`src/rtl/key_packet_receiver.sv`:
```
// Key packet receiver: accepts a typed header word followed by sixteen 16-bit payload
// words, assembles them into a 256-bit key and holds it until the consumer acknowledges.
module key_packet_receiver #(
   parameter int unsigned TIMEOUT_CYCLES = 1024,
   parameter logic [3:0]  KEY_TYPE       = 4'h1
) (
   input  logic         clock,
   input  logic         reset_n,
   input  logic         rx_valid,
   input  logic [15:0]  rx_data,
   input  logic         key_ack,
   output logic [15:0]  incoming_packet_header,
   output logic [255:0] key_out,
   output logic         key_valid,
   output logic [4:0]   word_count,
   output logic         rx_error,
   output logic         dropped
);

   // Wide enough to hold TIMEOUT_CYCLES itself; the counter is cleared before it could wrap.
   localparam int unsigned TmoW = $clog2(TIMEOUT_CYCLES + 1);

   typedef enum logic [1:0] {StIdle, StPayload, StHold} state_e;

   state_e         state_q, state_d;
   logic [255:0]   sr_q, sr_d;
   logic [TmoW-1:0] tmo_q, tmo_d;
   logic [TmoW-1:0] tmo_inc;
   logic [15:0]    hdr_q, hdr_d;
   logic [255:0]   key_q, key_d;
   logic           kv_q, kv_d;
   logic [4:0]     wc_q, wc_d;
   logic           err_q, err_d;
   logic           drop_q, drop_d;

   assign tmo_inc = tmo_q + TmoW'(1);

   // Next-state and datapath decode for the three-state receive FSM.
   always_comb begin
      state_d = state_q;
      sr_d    = sr_q;
      tmo_d   = tmo_q;
      hdr_d   = hdr_q;
      key_d   = key_q;
      kv_d    = kv_q;
      wc_d    = wc_q;
      err_d   = 1'b0;
      drop_d  = 1'b0;
      unique case (state_q)
         StIdle: begin
            if (rx_valid && (rx_data[15:12] == KEY_TYPE)) begin
               hdr_d   = rx_data;
               wc_d    = 5'd0;
               tmo_d   = '0;
               sr_d    = '0;
               state_d = StPayload;
            end
         end
         StPayload: begin
            if (rx_valid) begin
               // Header-typed words are plain data here; no resynchronisation.
               sr_d  = {sr_q[239:0], rx_data};
               wc_d  = wc_q + 5'd1;
               tmo_d = '0;
               if (wc_q == 5'd15) begin
                  key_d   = {sr_q[239:0], rx_data};
                  kv_d    = 1'b1;
                  state_d = StHold;
               end
            end else if (tmo_inc == TmoW'(TIMEOUT_CYCLES)) begin
               // Abandon the packet; key and header registers keep their old contents.
               err_d   = 1'b1;
               wc_d    = 5'd0;
               tmo_d   = '0;
               state_d = StIdle;
            end else begin
               tmo_d = tmo_inc;
            end
         end
         StHold: begin
            // Words arriving while a key is pending are lost, even alongside the ack.
            if (rx_valid) begin
               drop_d = 1'b1;
            end
            if (key_ack) begin
               kv_d    = 1'b0;
               wc_d    = 5'd0;
               state_d = StIdle;
            end
         end
         default: begin
            state_d = StIdle;
         end
      endcase
   end

   // State and datapath registers with asynchronous active-low clear.
   always_ff @(posedge clock or negedge reset_n) begin
      if (!reset_n) begin
         state_q <= StIdle;
         sr_q    <= '0;
         tmo_q   <= '0;
         hdr_q   <= '0;
         key_q   <= '0;
         kv_q    <= 1'b0;
         wc_q    <= 5'd0;
         err_q   <= 1'b0;
         drop_q  <= 1'b0;
      end else begin
         state_q <= state_d;
         sr_q    <= sr_d;
         tmo_q   <= tmo_d;
         hdr_q   <= hdr_d;
         key_q   <= key_d;
         kv_q    <= kv_d;
         wc_q    <= wc_d;
         err_q   <= err_d;
         drop_q  <= drop_d;
      end
   end

   assign incoming_packet_header = hdr_q;
   assign key_out                = key_q;
   assign key_valid              = kv_q;
   assign word_count             = wc_q;
   assign rx_error               = err_q;
   assign dropped                = drop_q;

endmodule

```
`config.mk`:
```
export PLATFORM = sky130hd
export DESIGN_NAME = key_packet_receiver
export DESIGN_NICKNAME = d
export VERILOG_FILES = /design/src/rtl/key_packet_receiver.sv
export SDC_FILE = /design/constraint.sdc
export NUM_CORES = 1
export LEC_CHECK = 0
export CAP_MARGIN = 5
export CORE_ASPECT_RATIO = 0.75
export CORE_MARGIN = 10
export CORE_UTILIZATION = 49
export DETAILED_ROUTE_END_ITERATION = 16
export PLACE_DENSITY_LB_ADDON = 0.3
export SLEW_MARGIN = 20
export SYNTH_ARGS = -nofsm -noshare
export SYNTH_HDL_FRONTEND = slang
export SYNTH_SLANG_ARGS = --single-unit
```
`constraint.sdc`:
```
create_clock -name clock -period 2.36 [get_ports clock]
set_input_delay 0.59 -clock clock [delete_from_list [all_inputs] [get_ports clock]]
set_output_delay 0.59 -clock clock [all_outputs]
set_load 0.005 [all_outputs]
```
**Word level (Yosys, flattened, before mapping)**

Index checks and enable logic that the tools add are counted.

- Latch bits: 0
- Memories: 0
- Output and inout port bits: 280
- Logic and storage cells: 61
- Flip-flop bits (word level): 533
- Bits in writable memories: 0
- ROM bits: 0

- Div/mod/pow operators: 0
- Equal/unequal tests: 11
- $add $sub $neg: 2
- Bitwise operators: 0
- Reductions and logical operators: 12
- $lt $le $gt $ge: 0
- Mux-type cells: 27
- Shifts and indexed selects: 0
- Multipliers: 0

Operators with widths:

| cell | count |
|---|---|
| two-way mux 240 bit | 2 |
| case mux 240 bit (2 select lines) | 1 |
| two-way mux 11 bit | 3 |
| case mux 11 bit (2 select lines) | 1 |
| two-way mux 5 bit | 4 |
| case mux 5 bit (3 select lines) | 1 |
| AND reduction 4 bit | 3 |
| adder 11 x 1 -> 11 bit (second input constant) | 1 |
| equality test 11 bit (second input constant) | 1 |
| two-way mux 2 bit | 5 |
| two-way mux 1 bit | 8 |
| inequality test 2 bit (second input constant) | 4 |
| inequality test 3 bit (second input constant) | 2 |
| case mux 2 bit (3 select lines) | 1 |
| AND reduction 3 bit | 2 |
| adder 5 x 1 -> 5 bit (second input constant) | 1 |
| equality test 5 x 4 -> 1 bit (second input constant) | 1 |
| equality test 4 x 1 -> 1 bit (second input constant) | 1 |
| AND reduction 2 bit | 2 |
| nonzero test 2 bit | 2 |
| nonzero test 3 bit | 1 |
| equality test 2 x 1 -> 1 bit (second input constant) | 1 |
| equality test 2 bit (second input constant) | 1 |
| zero test 2 bit | 1 |
| 2 further kinds | 2 |

**Depth between registers and ports, before layout**

- Depth in word-level cells: 5
- Depth in mapped cells: 10

**Least setup slack after synthesis**

No wires, ideal clock.

- Path kind: input-to-reg
- From: input port rx_data[15]
- To: register sr_q[0]
- Arrival: 2.276 ns
- Buffers on the path: 3
- Slack: -0.037 ns
- Cell stages on the path: 8
- Library setup time: 0.121 ns
- Path through: or4b_1 or3_1 buf_2 nand2_2 nand2_2 buf_6 buf_6 a22o_1

- Cells in the longest elaborated chain, start to end: 4

Ends and longest elaborated chain:

| what | RTL line | text |
|---|---|---|
| from (decl) | 10 | `input logic [15:0] rx_data,` |
| equality test 4 x 1 -> 1 bit | 51 | `if (rx_valid && (rx_data[15:12] == KEY_TYPE)) begin` |
| logical AND 1 bit | 51 |  |
| inequality test 2 bit (no line) | - |  |
| AND reduction 3 bit (no line) | - |  |
| to (signal assigned) | 111 | `sr_q <= sr_d;` |
| to (decl) | 26 | `logic [255:0] sr_q, sr_d;` |

Every way passes these cells.
A chain may end at the register's enable or synchronous reset.

**Final worst setup path**

- From: input port rx_data[15]
- To: register sr_q[197]

Same word-level chain as after synthesis.

==> run summary <==
* standard-cell rows: 63
* Worst Hold Slack: 468 ps
* buffers inserted during post-CTS setup optimization: 0
* Num Clock Sinks: 533
* Setup Skew: 25.8 ps
* first-pass GRT wire length: 78000 um
* Via Count: 12169
* worst relative slew slack: 57.0%
* Antenna diodes: 0
* count of final setup violators: 0
* main combinational cell family by area after synthesis: multiplexers
* Synth Area in Adders: 0.379%
* portion of netlist area occupied by mux cells: 15.2%
* Final Cycle Share: 97.1%
* peak ir drop on the vdd network: 571 uV
* complex-gate fraction of the synthesized area: 12.0%
* number of nets produced by synthesis: 1288
* Least-Margin Pin Slew: 645 ps
* cell-by-cell listing of the critical path: clkdlybuf4s50_1, or4b_4, or3_1, nand2_2, nand2_8, buf_12, a22o_1
* worst path required time: 2800 ps
* effective utilization at floorplan: 49.9%
* kind of cell with the highest combined delay on the critical path: simple AND/OR/NAND/NOR gates
* setup repair after global routing missed its margin: yes
* utilization after layout: 64.4%
* remaining global-route overflow: 0
* Via density: 5.65
* fraction of power consumed by combinational cells: 14.9%
* number of distinct standard cells referenced by the synthesized netlist: 43
* pre-CTS setup slack: -552 ps
* maximum clock path buffer count: 3
* H-tree depth reported by CTS: 2
* vertical die dimension: 194 um
* instance area after placement: 23900 um^2
* # DRC: 0
* clk slew on worst S/H paths: 60 ps
* status: complete, no violations
* Sw Pwr: 5870 uW
* Worst setup SP type: primary input
* clock network power share: 36.8%
* maximum number of pins on one net before global-route repair: 120
* reg2reg path depth: 6
* post-route minimum period: 2290 ps
* Critical Path Stages: 7
* number of DRC markers in iteration 0: 931
* share of cells above drive strength 1: 26.0%
* worst stage delay on the critical path: 570 ps
* share of synthesized cell area in and, or, nand and nor gates: 2.12%
* ratio of total power to cell area: 853 nW/um^2
* capturing element type of the critical path: flip-flop
* DR pass1 iterations: 5
* clock latency of the later-clocked register in the worst-skew pair: 580 ps
* design internal power: 16000 uW
* worst setup slack for register-to-register paths: 80 ps
* DR WL/cell: 22.8 um
* min-delay worst type: primary input to asynchronous set/reset pin
* initial antenna violation count: 0
* GPL Wtd Cong: 0.821
* synthesis-to-finish area growth: 29.1%
* most area-hungry cell type in the Yosys netlist: sky130_fd_sc_hd__dfrtp_1
* Antenna Nets Post-Route: 0
* clock tree from TritonCTS: yes
* number of synthesis warnings: 0
* area share of the leading cell type in the synthesized netlist: 67.3%
* Post-layout nets: 1622
* maximum clock frequency: 437 MHz
* gate count of the mapped netlist: 1262
* total routed wirelength: 49100 um
* combined buffer and inverter count along the critical path: 2
* Ports: 300
* clk root buf: sky130_fd_sc_hd__clkbuf_16
* overall power after layout: 21800 uW
* critical path peak fanout: 50
* max_cap viols: 0
* synth top area cells: sky130_fd_sc_hd__dfrtp_1, sky130_fd_sc_hd__mux2_2, sky130_fd_sc_hd__a22o_1
* number of register bits inferred by synthesis: 533
* final worst slack: 69.3 ps
* final hold violation count: 0
* placeable core region: 39700 um^2
* TritonCTS buffer count: 50
* sequential share of power: 48.3%
* die footprint: 49000 um^2
* Buffers on Ports: 299
* synthesized-area fraction occupied by xor and xnor cells: 0.0884%
* sw frac: 26.9%
* class of the most critical setup path: primary input to flip-flop
* number of global-route vias before repair: 13000
* filler cell count in the final layout: 2885
* synthesized area: 19800 um^2
* area occupied by registers: 13300 um^2
* Seq/Total Area, Yosys: 67.3%
* leakage power of the design: 0.0125 uW
* Die Width: 252 um
* DP Wirelength: 34200 um
* Mean Syn Cell Area: 15.7 um^2
* multi-input gate area in the final layout: 5960 um^2
* CP max stage cell: sky130_fd_sc_hd__or4b_4
* Finished Cell Area: 25600 um^2
* CP arrival: 2730 ps
* max-slew violation total from the final report: 0
* gr usage total: 19.9%
metal layers:
layer	GRT usage [%]	up-vias	part of all wire, %
met3	5.38	67	6.6
met5	0	-	0
met4	4.77	0	1.8
met1	26.6	6455	43
met2	31.7	289	48
li1	-	5358	-
Yosys cell counts, drive strengths merged:
master  number
xnor2        2
and2         9
or3          1
nor4bb       1
or2          1
a311o        4
nor4         2
or4b         1
and3         8
dfrtp      533
nand4b       3
a32o         1
nand3        9
ha           6
clkbuf      44
mux2       267
nor3         8
nor2b        3
a31oi        2
buf         48
o21ai        6
o31a         1
nand4        2
or4          1
mux2i        1
nand2b       5
nand2       13
a311oi       2
nor2         9
o22a         1
o31ai        2
a21oi       10
o221ai       2
inv          7
a22o       243
a31o         3
a221o        1
state kept, by name (all words and copies together) (netlist names):
| register | count |
|---|---|
| dropped | 1 |
| incoming_packet_header | 16 |
| key_out | 256 |
| key_valid | 1 |
| rx_error | 1 |
| sr_q | 240 |
| state_q | 2 |
| tmo_q | 11 |
| word_count | 5 |
stage by stage:
step	std cells	TNS, ps
after floorplan	1262	0
after global placement	2063	-115010
after detailed placement	2063	-130280
after CTS	2152	0
after global routing	2152	0
final	2152	0
cell families (layout without fill, tap and decap cells):
group | Yosys count | in the layout
buffers and inverters | 99 | 469
flip-flops | 533 | 533
AO/OA/AOI/OAI | 278 | 278
XOR/XNOR | 2 | 2
multiplexers | 268 | 268
AND/OR/NAND/NOR | 76 | 76
adder cells (fa/ha/maj) | 6 | 6
cell usage in the layout, fill, tap and decap left out, drive strengths merged, types with 3 or more instances in the layout:
cell             n
a31o             3
nand2           13
a22o           243
nor3             8
nor2b            3
nand3            9
nand2b           5
o21ai            6
clkinv           5
and2             9
and3             8
nor2             9
dfrtp          533
clkbuf          78
a311o            4
clkdlybuf4s50  298
ha               6
buf             75
bufinv           3
mux2           267
a21oi           10
inv              8
nand4b           3
path summary, 6_finish.rpt:
path	to	start
max	sr_q[197]	rx_data[15]
min	key_out[244]	reset_n
max reg2reg	word_count[0]	tmo_q[0]
min reg2reg	incoming_packet_header[12]	incoming_packet_header[12]
max in group asynchronous	sr_q[110]	reset_n
min in group clock	incoming_packet_header[12]	incoming_packet_header[12]
power by group through the flow:
stage          combinational [uW]  sequential [uW]  clock (uW)
2_1_floorplan                2130            10400           0
3_3_place_gp                 3170            10700           0
3_5_place_dp                 3270            10700           0
4_1_cts                      3280            10500        8230
5_1_grt                      3570            10600        8600
6_report                     3250            10500        8030
final cells by class:
| type | count | share of cell area [%] |
|---|---|---|
| clock inverters | 10 | 0.523 |
| inverters | 7 | 0.103 |
| multi-input cells | 630 | 23.3 |
| well taps | 520 | 2.54 |
| flip-flops and latches | 533 | 52.1 |
| clock buffers | 78 | 5.86 |
| repair buffers | 374 | 15.5 |
repair_timing:
| action | in CTS | in global routing |
|---|---|---|
| gates resized for setup | 1 | 5 |
| gates cloned | 0 | 0 |
| hold endpoints to repair | 12 | 0 |
| hold buffers | 1 | 0 |
| setup endpoints to repair | 4 | 232 |
No activity file was read; power rests on OpenSTA's default activity.
